File: src/rtl/q2_cycle_pkg.sv
// Shared machine-state encoding, phase constants and boundary helper for the q2 cycle sequencer.
package q2_cycle_pkg;

    localparam int STATE_W = 3;

    typedef enum logic [STATE_W-1:0] {
        HALT  = 3'd0,
        FETCH = 3'd1,
        DEFER = 3'd2,
        EXEC  = 3'd3,
        STORE = 3'd4
    } state_t;

    localparam logic PH_ADDR = 1'b0;
    localparam logic PH_DATA = 1'b1;

    // Next state at an instruction boundary: a single-stepped instruction always stops.
    function automatic state_t boundary_next(input logic halt_req,
                                             input logic run,
                                             input logic step_mode);
        return (halt_req || !run || step_mode) ? HALT : FETCH;
    endfunction

endpackage

File: src/rtl/q2_cycle_seq_if.sv
// Control/status bundle between the CPU datapath and the q2 cycle sequencer.
interface q2_cycle_seq_if;
    import q2_cycle_pkg::*;

    logic               run;
    logic               step;
    logic               mem_ready;
    logic               indirect;
    logic               needs_store;
    logic               halt_insn;
    logic               cdiv;
    logic               ncdiv;
    logic [STATE_W-1:0] state;
    logic               ir_load;
    logic               pc_inc;
    logic               running;
    logic               fault;

    modport master (
        output run, step, mem_ready, indirect, needs_store, halt_insn,
        input  cdiv, ncdiv, state, ir_load, pc_inc, running, fault
    );

    modport slave (
        input  run, step, mem_ready, indirect, needs_store, halt_insn,
        output cdiv, ncdiv, state, ir_load, pc_inc, running, fault
    );

endinterface

File: src/rtl/q2_wait_timer.sv
// Counts consecutive phase-1 wait clocks; o_timeout flags the clock on which the count would reach MAX_WAIT.
module q2_wait_timer #(
    parameter int WAIT_W   = 4,
    parameter int MAX_WAIT = 7
) (
    input  logic clk,
    input  logic nreset,
    input  logic i_clear,
    input  logic i_inc,
    output logic o_timeout
);

    localparam logic [WAIT_W-1:0] LIMIT = WAIT_W'(MAX_WAIT - 1);

    logic [WAIT_W-1:0] r_count;

    always_ff @(posedge clk) begin
        if (!nreset) begin
            r_count <= '0;
        end else if (i_clear) begin
            r_count <= '0;
        end else if (i_inc) begin
            r_count <= r_count + 1'b1;
        end
    end

    assign o_timeout = i_inc && (r_count == LIMIT);

endmodule

File: src/rtl/q2_cycle_seq.sv
// Machine-cycle sequencer: FETCH/DEFER/EXEC/STORE, two clk phases per state, wait states and timeout.
// Optional single-step from HALT is enabled by defining Q2_CYCLE_SEQ_STEP_EN.
module q2_cycle_seq
    import q2_cycle_pkg::*;
#(
    parameter int MAX_WAIT = 7,
    parameter int WAIT_W   = 4
) (
    input  logic           clk,
    input  logic           nreset,
    q2_cycle_seq_if.slave  bus
);

    state_t r_state;
    logic   r_cdiv;
    logic   r_fault;
    logic   r_halt_pend;
    logic   r_step_mode;

    state_t w_next_state;
    logic   w_next_cdiv;
    logic   w_next_fault;
    logic   w_next_halt_pend;
    logic   w_next_step_mode;
    logic   w_active;
    logic   w_wait;
    logic   w_timeout;

    assign w_active = (r_state == FETCH) || (r_state == DEFER) ||
                      (r_state == EXEC)  || (r_state == STORE);
    assign w_wait   = w_active && (r_cdiv == PH_DATA) && !bus.mem_ready;

    q2_wait_timer #(
        .WAIT_W   (WAIT_W),
        .MAX_WAIT (MAX_WAIT)
    ) u_wait_timer (
        .clk       (clk),
        .nreset    (nreset),
        .i_clear   (!w_wait || w_timeout),
        .i_inc     (w_wait),
        .o_timeout (w_timeout)
    );

    always_ff @(posedge clk) begin
        if (!nreset) begin
            r_state     <= HALT;
            r_cdiv      <= PH_ADDR;
            r_fault     <= 1'b0;
            r_halt_pend <= 1'b0;
            r_step_mode <= 1'b0;
        end else begin
            r_state     <= w_next_state;
            r_cdiv      <= w_next_cdiv;
            r_fault     <= w_next_fault;
            r_halt_pend <= w_next_halt_pend;
            r_step_mode <= w_next_step_mode;
        end
    end

    always_comb begin
        w_next_state     = r_state;
        w_next_cdiv      = r_cdiv;
        w_next_fault     = r_fault;
        w_next_halt_pend = r_halt_pend;
        w_next_step_mode = r_step_mode;

        case (r_state)
            HALT: begin
                w_next_cdiv      = PH_ADDR;
                w_next_step_mode = 1'b0;
                if (!r_fault) begin
                    if (bus.run) begin
                        w_next_state = FETCH;
                    end
`ifdef Q2_CYCLE_SEQ_STEP_EN
                    else if (bus.step) begin
                        w_next_state     = FETCH;
                        w_next_step_mode = 1'b1;
                    end
`endif
                end
            end

            FETCH, DEFER, EXEC, STORE: begin
                if (r_cdiv == PH_ADDR) begin
                    w_next_cdiv = PH_DATA;
                end else if (bus.mem_ready) begin
                    w_next_cdiv = PH_ADDR;
                    case (r_state)
                        FETCH: w_next_state = bus.indirect ? DEFER : EXEC;
                        DEFER: w_next_state = EXEC;
                        EXEC: begin
                            w_next_halt_pend = bus.halt_insn;
                            if (bus.needs_store) begin
                                w_next_state = STORE;
                            end else begin
                                w_next_state = boundary_next(bus.halt_insn, bus.run, r_step_mode);
                            end
                        end
                        default: w_next_state = boundary_next(r_halt_pend, bus.run, r_step_mode);
                    endcase
                end else if (w_timeout) begin
                    w_next_fault = 1'b1;
                    w_next_state = HALT;
                    w_next_cdiv  = PH_ADDR;
                end
            end

            // Encodings 5-7 can only come from an upset; park safely and flag it.
            default: begin
                w_next_state = HALT;
                w_next_cdiv  = PH_ADDR;
                w_next_fault = 1'b1;
            end
        endcase
    end

    assign bus.cdiv    = r_cdiv;
    assign bus.ncdiv   = ~r_cdiv;
    assign bus.state   = r_state;
    assign bus.running = (r_state != HALT);
    assign bus.fault   = r_fault;
    assign bus.ir_load = nreset && (r_state == FETCH) && (r_cdiv == PH_DATA) && bus.mem_ready;
    assign bus.pc_inc  = bus.ir_load;

endmodule

File: src/flat_wrapper.sv
// flat-port wrapper written by rule: the top's interface ports become plain ports
module q2_cycle_seq_flat import q2_cycle_pkg::*;
#(
    parameter int MAX_WAIT = 7,
    parameter int WAIT_W   = 4
)
  (clk, nreset, bus_run, bus_step, bus_mem_ready, bus_indirect, bus_needs_store, bus_halt_insn, bus_cdiv, bus_ncdiv, bus_state, bus_ir_load, bus_pc_inc, bus_running, bus_fault);
  q2_cycle_seq_if bus_i ();
  input  logic clk;
  input  logic nreset;
  input wire logic [$bits(bus_i.run)-1:0] bus_run;
  input wire logic [$bits(bus_i.step)-1:0] bus_step;
  input wire logic [$bits(bus_i.mem_ready)-1:0] bus_mem_ready;
  input wire logic [$bits(bus_i.indirect)-1:0] bus_indirect;
  input wire logic [$bits(bus_i.needs_store)-1:0] bus_needs_store;
  input wire logic [$bits(bus_i.halt_insn)-1:0] bus_halt_insn;
  output wire logic [$bits(bus_i.cdiv)-1:0] bus_cdiv;
  output wire logic [$bits(bus_i.ncdiv)-1:0] bus_ncdiv;
  output wire logic [$bits(bus_i.state)-1:0] bus_state;
  output wire logic [$bits(bus_i.ir_load)-1:0] bus_ir_load;
  output wire logic [$bits(bus_i.pc_inc)-1:0] bus_pc_inc;
  output wire logic [$bits(bus_i.running)-1:0] bus_running;
  output wire logic [$bits(bus_i.fault)-1:0] bus_fault;
  assign bus_i.run = bus_run;
  assign bus_i.step = bus_step;
  assign bus_i.mem_ready = bus_mem_ready;
  assign bus_i.indirect = bus_indirect;
  assign bus_i.needs_store = bus_needs_store;
  assign bus_i.halt_insn = bus_halt_insn;
  assign bus_cdiv = bus_i.cdiv;
  assign bus_ncdiv = bus_i.ncdiv;
  assign bus_state = bus_i.state;
  assign bus_ir_load = bus_i.ir_load;
  assign bus_pc_inc = bus_i.pc_inc;
  assign bus_running = bus_i.running;
  assign bus_fault = bus_i.fault;
  q2_cycle_seq #(.MAX_WAIT(MAX_WAIT), .WAIT_W(WAIT_W)) u_core (.clk(clk), .nreset(nreset), .bus(bus_i));
endmodule
File: config.mk
export PLATFORM = sky130hd
export DESIGN_NAME = q2_cycle_seq_flat
export DESIGN_NICKNAME = d
export VERILOG_FILES = /design/src/rtl/q2_cycle_pkg.sv /design/src/rtl/q2_cycle_seq_if.sv /design/src/rtl/q2_wait_timer.sv /design/src/rtl/q2_cycle_seq.sv /design/src/flat_wrapper.sv
export SDC_FILE = /design/constraint.sdc
export NUM_CORES = 1
export LEC_CHECK = 0
export CAP_MARGIN = 10
export CORE_MARGIN = 10
export CORE_UTILIZATION = 30
export CTS_BUF_LIST = sky130_fd_sc_hd__clkbuf_8
export DETAILED_ROUTE_END_ITERATION = 10
export GPL_TIMING_DRIVEN = 1
export PLACE_DENSITY_LB_ADDON = 0.3
export SLEW_MARGIN = 20
export SYNTH_ARGS = -nofsm -noshare
export SYNTH_HDL_FRONTEND = slang
export SYNTH_SLANG_ARGS = --single-unit
File: constraint.sdc
create_clock -name clk -period 1.25 [get_ports clk]
set_input_delay 0.125 -clock clk [delete_from_list [all_inputs] [get_ports clk]]
set_output_delay 0.125 -clock clk [all_outputs]
set_load 0.01 [all_outputs]
* Word level (Yosys, flattened, before mapping)
Index checks and enable logic that the tools add are counted.
Operators by class: shifts and indexed selects 0, reduce and logical (&&, ||, !) cells 23, add/subtract/negate cells 1, bitwise logic cells 3, $mul 0, eq/ne operators 11, divide/modulo/power cells 0, multiplexer cells 18, $lt $le $gt $ge 0
Operators by type and width (number):
- $mux 3 | 6
- $reduce_and 4->1 | 3
- $mux 1 | 9
- $pmux 3 s3 | 1
- $eq 3x2->1 const B | 2
- $logic_and 1x1->1 | 6
- $logic_or 1x1->1 | 6
- $ne 2x2->1 const B | 3
- $pmux 3 s2 | 1
- $add 4x1->4 const B | 1
- $eq 4x3->1 const B | 1
- $ne 2x1->1 const B | 2
- $reduce_or 4->1 | 1
- $eq 3x1->1 const B | 1
- $eq 3x3->1 const B | 1
- $logic_not 1->1 | 3
- $logic_not 3->1 | 1
- $ne 3x2->1 const B | 1
- $not 1->1 | 3
- $reduce_bool 3->1 | 1
- $pmux 1 s2 | 1
- $reduce_and 2->1 | 1
- $reduce_or 2->1 | 1
Word-level totals: bits in registers 10, latch bits 0, word-level logic and storage cells 61, output and inout bits 9, ROM bits 0, memories 0, bits of input ports 8, RAM bits 0

* Depth between registers and ports, before layout
depth after elaboration 11, mapped depth 6, gate-level depth less buffers 6

* Hierarchy
Synthesis repeated with hierarchy kept, for this count alone.
Unflattened totals: cell total of the unflattened synthesis 71, area, all modules 615.6 um^2
Modules (own cells, without submodules):
- q2_cycle_seq | cells each 50, sequential area each 120.1 um^2, area an instance 406.6 um^2, times used 1
- q2_wait_timer | cells each 21, sequential area each 80.1 um^2, area an instance 209.0 um^2, times used 1

* Least setup slack after synthesis
No wires, ideal clock.
path kind register to register, from reg u_core.u_wait_timer.r_count[0], to reg u_core.r_state[0], in the netlist u_core.bus.state[0], required time 1.191 ns, slack -0.051 ns, period minus slack after synthesis 1.301 ns, data arrival time 1.242 ns, path buffers 0, cell stages (with the launch flop) 7, library setup time 0.059 ns, cell sequence dfxtp_1 -> inv_1 -> ha_1 -> and3b_1 -> o21ai_2 -> and3_4 -> a22o_1
On the way: cells in the longest elaborated chain, start to end 4
RTL lines:
- from (decl) | RTL line q2_wait_timer.sv:15 | logic [WAIT_W-1:0] r_count;
- from (signal assigned) | RTL line q2_wait_timer.sv:23 | r_count <= r_count + 1'b1;
- $eq 4x3->1 | RTL line q2_wait_timer.sv:27 | assign o_timeout = i_inc && (r_count == LIMIT);
- $logic_and 1x1->1 | RTL line q2_wait_timer.sv:27
- $ne 3x2->1 (no line)
- $reduce_and 4->1 (no line)
- to (signal assigned) | RTL line q2_cycle_seq.sv:52 | r_state <= w_next_state;
- to (decl) | RTL line q2_cycle_seq.sv:14 | state_t r_state;
No other way between the ends. A chain may end at the register's enable or synchronous reset.

* Final worst setup path
from reg u_core.r_state[2], in the netlist u_core.bus.state[2], to out bus_pc_inc
On the way: cells in the longest elaborated chain, start to end 4
RTL lines:
- $eq 3x1->1 | RTL line q2_cycle_seq.sv:123 | assign bus.ir_load = nreset && (r_state == FETCH) && (r_cdiv == PH_DATA) && bus.mem_ready;
- $logic_and 1x1->1 (3 in series) | RTL line q2_cycle_seq.sv:123
- to (decl) | RTL line flat_wrapper.sv:21 | output wire logic [$bits(bus_i.pc_inc)-1:0] bus_pc_inc;
No other way between the ends.

==> results.yml <==
outcome:
  status: "finished, violations left"
  failed_checks: "negative setup slack"
sta:
  period_share_pct: 108
  worstMarginPinSlew_ns: 0.263
  setup_violations: 6
  relSlewSlack_pct: 82.3
  setup_ws_ns: -0.106
  max_freq_ghz: 0.738
  fin_crit_ns: 1.36
  skew_ns: 0.00175
  maxSlewViolCount: 0
  grt_setup_unrepaired: "true"
  report.final.hold_viol_count: 0
floorplan:
  die_y_um: 62.1
  ios: 17
  core_area_mm2: 0.00171
  die-area_mm2: 0.00386
  start_util_pct: 31.1
  num_rows: 15
  die_w_um: 62.1
route:
  vias: 527
  wl_mm: 1.57
  antenna_left: 0
  avgRoutedWirePerCell_um: 13.4
  drtIter0Drc: 13
  avgViaCountPerCell: 4.50
  drc: 0
  firstDrtPassIters: 2
grt:
  antenna_found_initial: 0
  grt_pass1_wl_mm: 2.62
  grt_max_degree: 9
  grt_overflow_total: 0
  grt_use_total_pct: 8.45
  grt_pass1_vias: 559
pwr:
  power_switching_uw: 345
  p_leak_uw: 0.000420
  p_int_uw: 859
  seq_power_share_pct: 29.7
  p_total_uw: 1200
  ir_worst_vdd_mv: 0.581
  switching_share_pct: 28.6
  power.clock.fraction_pct: 34.2
  power_frac_comb_pct: 36.0
  p_per_area_mw_per_mm2: 1280
cells_and_area:
  fin_util_pct: 55.2
  drive_gt1_share_pct: 44.6
  diodes: 0
  area_delta_synth_final_pct: 77.2
  nets: 103
  postLayoutCellArea_um2: 942
clocking:
  cts_tree: "done"
  numCtsBuffers: 3
  cts_root_buf: "clkbuf_8"
  clk-insertion-delay-late_ns: 0.24
  cts_max_level: 1
  clk_pin_slew_ns: 0.05
  cts_buffer_depth: 2
  clock_sinks: 10
setup_path:
  critPathMaxFanout: 2
  path_common_cell: "buf_6"
  startpoint_type: "flop"
  cp_num_buf_inv: 2
  crit_slowest_cell: "dfxtp_2"
  required_ns: 1.12
  cpPeakStageDelay_ns: 0.32
  path_cells: "and3b_1 -> and4b_2 -> buf_6 -> buf_6"
  path_class: "reg -> out"
  r2r-start: "u_core.u_wait_timer.r_count[0]"
  reg2reg_depth: 6
  crit_family: "simple AND/OR/NAND/NOR gates"
  rrSetupSlack_ns: -0.07
  r2r-end: "u_core.bus.state[0]"
  critical_path_arrival_ns: 1.23
  endpoint_kind: "output pin"
yosys:
  ys_seq_area_share_pct: 37.6
  synth_area_leaders: "dfxtp_1 (38%), ha_1 (4.7%), nand3_1 (4.7%), inv_1 (3.5%), nor2_1 (3.5%)"
  synth-seq-cells: 10
  synth.top_cells.by_count: "dfxtp_1 (10), inv_1 (5), nand3_1 (5), nor2_1 (5)"
  synth-edff-count: 0
  synth_area_um2: 532
  synth_cell_types: 31
  avgSynthCellArea_um2: 9.17
  async_flop_share_pct: 0
  yosysTopAreaCell: "dfxtp_1"
  ys.flop_type: "dfxtp_1"
  yosysWarnings: 0
  syn_inst: 58
  yosysTopAreaCellShare_pct: 37.6
  synth.most_common_cell: "dfxtp_1"
  syn_nets: 68
place:
  post_dp_cell_area_um2: 828
  globalplace.congestion: 0.757
  dp_slack_ns: -0.476
  hpwl_mm: 1.21
  portBuffers: 15
worst_hold_path:
  whs_endpoint: "u_core.bus.state[1]"
  hold_depth: 4
  hold_path.class: "in -> reg"
  min_from: "bus_mem_ready"
flow_run:
  drv_cap: 0
-- registers in the layout (all words and copies together) (netlist names) --
register	cells
u_core.bus.state	3
u_core.bus.fault	1
u_core.u_wait_timer.r_count	4
u_core.r_halt_pend	1
u_core.bus.cdiv	1
-- layout by cell type, fill, tap and decap left out, types with 2 or more instances in the layout --
cell,count
clkdlybuf4s50_1,5
dfxtp_2,3
buf_6,4
dlygate4sd2_1,5
inv_1,4
nor2b_1,2
nor2_1,5
buf_4,14
nand3_1,5
dfxtp_1,7
clkbuf_8,4
-- worst max-delay path by stage --
| stage | startpoint | to | slack (ns) | cells past startpoint |
|---|---|---|---|---|
| after floorplan | u_core.u_wait_timer.r_count[0] | u_core.bus.state[0] | -0.02 | 6 |
| after global routing | u_core.bus.state[2] | bus_pc_inc | -0.16 | 4 |
| after CTS | u_core.bus.state[2] | bus_pc_inc | -0.10 | 4 |
| after global placement | bus_mem_ready | bus_ir_load | -0.46 | 4 |
| final | u_core.bus.state[2] | bus_pc_inc | -0.11 | 4 |
| after detailed placement | bus_mem_ready | bus_ir_load | -0.48 | 4 |
-- through the flow --
stage / instances / hold slack [ns] / setup TNS [ns]
finish: 117 / 0.469 / -0.340
global route: 117 / 0.509 / -1.10
CTS: 117 / 0.472 / -0.375
detailed placement: 112 / 0.480 / -2.36
global placement: 112 / 0.471 / -2.14
floorplan: 58 / 0.253 / -0.0174
-- power by group through the flow --
stage,clock (uW),combinational (uW),sequential (uW)
detailed placement,0,390,364
floorplan,0,142,390
CTS,428,434,358
global placement,0,387,363
global route,440,465,360
finish,412,434,358
-- worst reg2reg max path, cell delays in order (launching register included) --
cell	delay (ns)
dfxtp_2	0.33
inv_2	0.03
ha_2	0.16
and3b_2	0.24
o21ai_4	0.18
and3_4	0.21
a22o_1	0.12
-- routing by layer --
| metal | share of wire (%) | vias to the layer above | track usage (%) | routed length (um) |
|---|---|---|---|---|
| met4 | 0.96 | 0 | 4.29 | 15 |
| met2 | 50 | 13 | 14.6 | 790 |
| met3 | 4.2 | 3 | 3.58 | 66 |
| li1 | - | 272 | - | - |
| met5 | 0 | - | 0 | 0 |
| met1 | 44 | 239 | 8.43 | 693 |
-- cell type report --
type	instances	area (um^2)
inverters	5	18.8
multi-input cells	42	362
clock buffers	4	55.1
fillers	157	766
flip-flops and latches	10	204
well taps	25	31.3
repair buffers	31	272
-- repair_timing --
action                     in CTS  in global routing
hold buffers                    0                  0
pin swaps                      11                  2
resized for setup              35                  2
buffers inserted                1                  0
setup endpoints to repair      16                 13
-- cell families after synthesis --
family / Yosys count / share of synthesized area, %
fa+ha+maj: 3 / 6.59
simple gates: 25 / 30.1
flops: 10 / 37.6
xor+xnor: 3 / 4.94
mux: 1 / 1.88
compound gates: 10 / 13.9
buf+inv: 6 / 4.94
Power figures use the tool's default switching activity.
